[config.mk]
export PLATFORM = sky130hd
export DESIGN_NAME = gobang_move_ctrl
export DESIGN_NICKNAME = d
export VERILOG_FILES = /design/src/rtl/gobang_move_ctrl_pkg.sv /design/src/rtl/gobang_move_ctrl.sv
export SDC_FILE = /design/constraint.sdc
export NUM_CORES = 2
export LEC_CHECK = 0
export BUFFER_PORTS_ARGS = -buffer_cell sky130_fd_sc_hd__buf_2
export CAP_MARGIN = 15
export CELL_PAD_IN_SITES_DETAIL_PLACEMENT = 1
export CELL_PAD_IN_SITES_GLOBAL_PLACEMENT = 2
export CORE_UTILIZATION = 33
export CTS_CLUSTER_SIZE = 8
export DETAILED_ROUTE_END_ITERATION = 10
export GPL_ROUTABILITY_DRIVEN = 0
export PLACE_DENSITY = 0.89
export SYNTH_ARGS = -nofsm -noshare
export SYNTH_HDL_FRONTEND = slang
export SYNTH_SLANG_ARGS = --single-unit
[constraint.sdc]
create_clock -name clk -period 38.5 [get_ports clk]
set_clock_uncertainty 0.05 [all_clocks]
set_input_delay 7.7 -clock clk [delete_from_list [all_inputs] [get_ports clk]]
set_output_delay 7.7 -clock clk [all_outputs]
set_load 0.02 [all_outputs]
[src/rtl/gobang_move_ctrl_pkg.sv]
// Shared constants, player/result codes, FSM states and cell-index helpers
// for the gobang move controller.
package gobang_move_ctrl_pkg;

  localparam int N     = 15;
  localparam int CELLS = N * N;

  localparam logic [7:0] CELL_COUNT = 8'(CELLS);

  localparam logic P_BLACK = 1'b0;
  localparam logic P_WHITE = 1'b1;

  localparam logic [1:0] WIN_NONE  = 2'b00;
  localparam logic [1:0] WIN_BLACK = 2'b01;
  localparam logic [1:0] WIN_WHITE = 2'b10;
  localparam logic [1:0] WIN_DRAW  = 2'b11;

  typedef enum logic [1:0] {
    S_IDLE  = 2'd0,
    S_CHECK = 2'd1,
    S_OVER  = 2'd2
  } state_e;

  // Worst case 15*15+15 = 240, so 8 bits hold every index without truncation.
  function automatic logic [7:0] cell_idx(input logic [3:0] row, input logic [3:0] col);
    return ({4'b0000, row} * 8'(N)) + {4'b0000, col};
  endfunction

  // Indices beyond the board shift the bit out, giving an all-zero mask.
  function automatic logic [CELLS-1:0] cell_mask(input logic [7:0] idx);
    return {{(CELLS-1){1'b0}}, 1'b1} << idx;
  endfunction

endpackage

[src/rtl/gobang_move_ctrl.sv]
// Gobang game-state controller: validates and places moves, hands the mover's
// map to the external win checkers, registers the verdict and ends the game.
module gobang_move_ctrl
  import gobang_move_ctrl_pkg::*;
(
  input  logic             clk,
  input  logic             rst,
  input  logic             new_game,
  input  logic             move_valid,
  input  logic [3:0]       move_row,
  input  logic [3:0]       move_col,
  output logic             move_ready,
  output logic             illegal,
  output logic             move_done,
  output logic             turn,
  output logic [CELLS-1:0] black_map,
  output logic [CELLS-1:0] white_map,
  output logic [3:0]       chk_row,
  output logic [3:0]       chk_col,
  output logic [CELLS-1:0] chk_map,
  input  logic             win_in,
  output logic             game_over,
  output logic [1:0]       winner,
  output logic [7:0]       move_count
);

  // Handshake: a move is taken on a rising edge where move_valid && move_ready;
  // move_ready is high only in IDLE, and move_valid elsewhere is ignored.

  state_e           state;
  state_e           state_next;
  logic [7:0]       idx;
  logic [CELLS-1:0] mask;
  logic             in_range;
  logic             occupied;
  logic             bad_move;
  logic             take;
  logic             board_full;

  assign in_range   = (move_row < 4'(N)) && (move_col < 4'(N));
  assign idx        = cell_idx(move_row, move_col);
  assign mask       = cell_mask(idx);
  assign occupied   = |((black_map | white_map) & mask);
  assign bad_move   = !in_range || occupied;
  assign take       = move_valid && move_ready;
  assign board_full = (move_count == CELL_COUNT);

  assign move_ready = (state == S_IDLE);
  assign game_over  = (state == S_OVER);
  // Turn is not toggled until CHECK completes, so this is always the mover's map.
  assign chk_map    = (turn == P_WHITE) ? white_map : black_map;

  always_comb begin
    state_next = state;
    case (state)
      S_IDLE: begin
        if (take && !bad_move) state_next = S_CHECK;
      end
      S_CHECK: begin
        if (win_in || board_full) state_next = S_OVER;
        else                      state_next = S_IDLE;
      end
      S_OVER: begin
        state_next = S_OVER;
      end
      default: begin
        state_next = S_IDLE;
      end
    endcase
    if (new_game) state_next = S_IDLE;
  end

  always_ff @(posedge clk or posedge rst) begin
    if (rst) state <= S_IDLE;
    else     state <= state_next;
  end

  always_ff @(posedge clk or posedge rst) begin
    if (rst) begin
      black_map  <= '0;
      white_map  <= '0;
      turn       <= P_BLACK;
      chk_row    <= '0;
      chk_col    <= '0;
      winner     <= WIN_NONE;
      move_count <= '0;
      illegal    <= 1'b0;
      move_done  <= 1'b0;
    end else if (new_game) begin
      black_map  <= '0;
      white_map  <= '0;
      turn       <= P_BLACK;
      chk_row    <= '0;
      chk_col    <= '0;
      winner     <= WIN_NONE;
      move_count <= '0;
      illegal    <= 1'b0;
      move_done  <= 1'b0;
    end else begin
      illegal   <= 1'b0;
      move_done <= 1'b0;
      case (state)
        S_IDLE: begin
          if (take) begin
            if (bad_move) begin
              illegal <= 1'b1;
            end else begin
              if (turn == P_WHITE) white_map <= white_map | mask;
              else                 black_map <= black_map | mask;
              chk_row <= move_row;
              chk_col <= move_col;
              if (!board_full) move_count <= move_count + 8'd1;
            end
          end
        end
        S_CHECK: begin
          move_done <= 1'b1;
          if (win_in) begin
            winner <= (turn == P_WHITE) ? WIN_WHITE : WIN_BLACK;
          end else if (board_full) begin
            winner <= WIN_DRAW;
          end else begin
            turn <= ~turn;
          end
        end
        default: begin
          // OVER holds everything for display until new_game.
        end
      endcase
    end
  end

endmodule

==> metrics.cfg <==
[floorplan]
dieArea_sq_um = 77700
row_count = 101
ios = 711
core_sq_um = 75800
initial_utilization_pct = 33.3
die_w_microns = 279
die_height_microns = 279

[worst_setup_path]
r2r_slack_ps = 32930
rr_startpoint = white_map[17]
cp-start-kind = primary input
critical_path_depth = 22
path_cells = buf_2 > fa_1 > fa_1 > inv_1 > fa_1 > inv_1 > ha_1 > xnor2_2 > buf_4 > nand2_1 > buf_4 > nor2_1 > o21ai_0 > o21ai_0 > a2111oi_0 > o211ai_1 > nor4_4 > buf_4 > nand2_4 > buf_4 > buf_4 > o32ai_1
r2r_end = black_map[7]
critPathKind = primary input to register
critPathMostFrequentCell = buf_4
cp-end-kind = register
ff2ff_path_depth = 12
critical-path-top-delay-family = buffers and inverters
slowest_stage = nor2_1
crit_buf_inv = 8
cp_max_fo = 63
critical_path_required_ps = 38870
cp.arrival_ps = 16040
critPathMaxStageDelay_ps = 780

[synthesis]
synth_flop_cell = dfrtp_1
postSynthCellCount = 2935
synth-async-reset-ratio_pct = 100
synth_cell_types = 72
syn-cell-area_sq_um = 25300
avgSynthCellArea_sq_um = 8.61
syn-num-nets = 2975
synth_edf_count = 0
synth_seq_cells = 473
yosysSeqAreaShare_pct = 46.8
yosysWarnings = 0

[grt]
antenna_found_initial = 3
grt_use_total_pct = 37.9
grt_max_degree = 145
grt_pass1_vias = 27900
grt_pass1_wl_microns = 213000
grt_overflow_total = 0

[timing]
slew_headroom_pct = 13.0
setup_tns_ps = 0
finalCritPeriodShare_pct = 40.7
finalSetupViolations = 0
fmax_mhz = 63.8
worst-slew-pin-transition_ps = 1290
period_needed_ps = 15680
slew_viol_final = 0
hold_viol_final = 0
rsz0062_at_grt = false

[cells_and_area]
design_area_sq_um = 31700
post_route_cells_drive_above_1_share_pct = 26.5
areaGrowthSynthToFinish_pct = 25.5
final_nets = 3591
nFillCells = 9119

[route]
avgViaCountPerCell = 6.36
dr_wl_met2_microns = 66900
wl_met3_microns = 16200
drc = 0
antenna_left = 0
firstDrtPassIters = 8
wl_per_cell_microns = 33.4
wl_met1_microns = 60100
routed_wl_microns = 151000
top_layer = met5
drtIter0Drc = 3916
via_count = 28800

[placement]
hpwlAfterDp_microns = 110000
port-buffer-count = 710
place_area_sq_um = 29900

[clock_tree]
clkTransAtPathRegs_ps = 50
cts_buffers = 69
insertion_delay_ps = 630
cts_setup_buffers = 0
cts_hold_buf = 0
cts_resized = 0
clk_path_buf_depth = 3
h-tree-depth = 3
clock_sinks = 473
cts_tree = done
root_buffer = clkbuf_16

[worst_hold_path]
min_to = black_map[90]
holdPathStages = 2
holdCritPathClass = register to register
hold_path.startpoint = black_map[90]

[run]
cap_violations = 0

[power_and_ir_drop]
p_per_area_nw_per_um2 = 52.1
power.total_mw = 1.65
p_leak_nw = 14.4
vdd_drop_max_mv = 0.0369

[outcome]
outcome = completed

==> kinds of logic after synthesis <==
| logic type | after synthesis | share of synthesized area, % |
|---|---|---|
| mux | 31 | 1.37 |
| simple gates | 706 | 12.4 |
| xor+xnor | 6 | 0.238 |
| buf+inv | 689 | 10.4 |
| flops | 473 | 46.8 |
| compound gates | 1003 | 27.2 |
| fa+ha+maj | 27 | 1.54 |
==> registers in the layout, indices dropped and copies added (netlist names) <==
| signal | flops |
|---|---|
| move_done | 1 |
| white_map | 225 |
| black_map | 225 |
| state | 2 |
| illegal | 1 |
| move_count | 8 |
| chk_row | 4 |
| turn | 1 |
| winner | 2 |
| chk_col | 4 |
==> final cells by class <==
type                            count  area, sq um  area share (%)
Tap cell                          978         1220            3.86
Multi-Input combinational cell   1773        10900            34.4
Inverter                          437         1650            5.19
Timing Repair Buffer              797         4230            13.3
Sequential cell                   473        11800            37.3
Clock inverter                      7          113           0.355
Clock buffer                       72         1750            5.51
Antenna cell                        1         2.50         0.00789
==> worst max path at each step <==
stage / slack, ps / endpoint / from
after CTS: 23120 / black_map[7] / move_row[2]
final: 22820 / black_map[8] / move_row[0]
after global routing: 22680 / black_map[7] / move_row[2]
after floorplan: 17560 / black_map[0] / rst
after global placement: 22540 / white_map[16] / move_row[0]
after detailed placement: 22530 / white_map[21] / move_row[2]
==> cell usage after synthesis, drive strengths merged, types with 8 or more instances <==
cell     instances  area [sq um]
dfrtp          473         11800
inv            436          1640
nand2          374          1400
o21ai          297          1490
o32ai          215          1880
o22ai          210          1310
clkbuf         206           773
nor2            94           353
nand3           67           340
nor3            53           270
buf             46           214
a21oi           42           210
nand2b          38           238
o2111ai         38           333
o211ai          33           248
o31ai           32           240
nand4           30           188
mux2            28           315
a2111oi         23           201
a211oi          21           158
ha              20           250
nor4            15           109
a211o           13           114
a31oi            8          50.1
or3              8          50.1
or4              8          60.1
==> stage by stage <==
stage	util [%]	instances	hold slack (ps)	setup WS, ps
detailed placement	39.4	4457	494	22530
global placement	39.4	4456	479	22540
global route	41.8	4537	539	22680
finish	41.9	4538	517	22820
floorplan	-	2935	527	17560
CTS	41.8	4536	504	23120
==> worst min-delay path, cell delays in order (launching register included) <==
cell and delay [ps]:
dfrtp_1 360, inv_1 60, o32ai_1 100
==> power by group <==
part	internal (mW)	switching (mW)
Clock	0.322	0.237
Sequential	0.504	0.00973
Combinational	0.0993	0.482
Total	0.925	0.728
==> layer usage <==
metal	track usage [%]	vias up
li1	-	11800
met1	49.3	14600
met2	57.5	1967
met3	11.1	471
met4	18.3	2
met5	0	-
==> cell usage in the layout, fill, tap and decap left out, types with 32 or more instances in the layout <==
cell       count
o21ai_0      292
nor3_1        48
nand2_1      370
o22ai_1      210
a21oi_1       39
inv_1        434
nand3_1       66
o2111ai_1     38
o31ai_1       32
o32ai_1      215
clkbuf_16     69
buf_4         84
buf_2        709
nor2_1        90
o211ai_1      33
nand2b_1      38
dfrtp_1      472
Power figures use the tool's default switching activity.
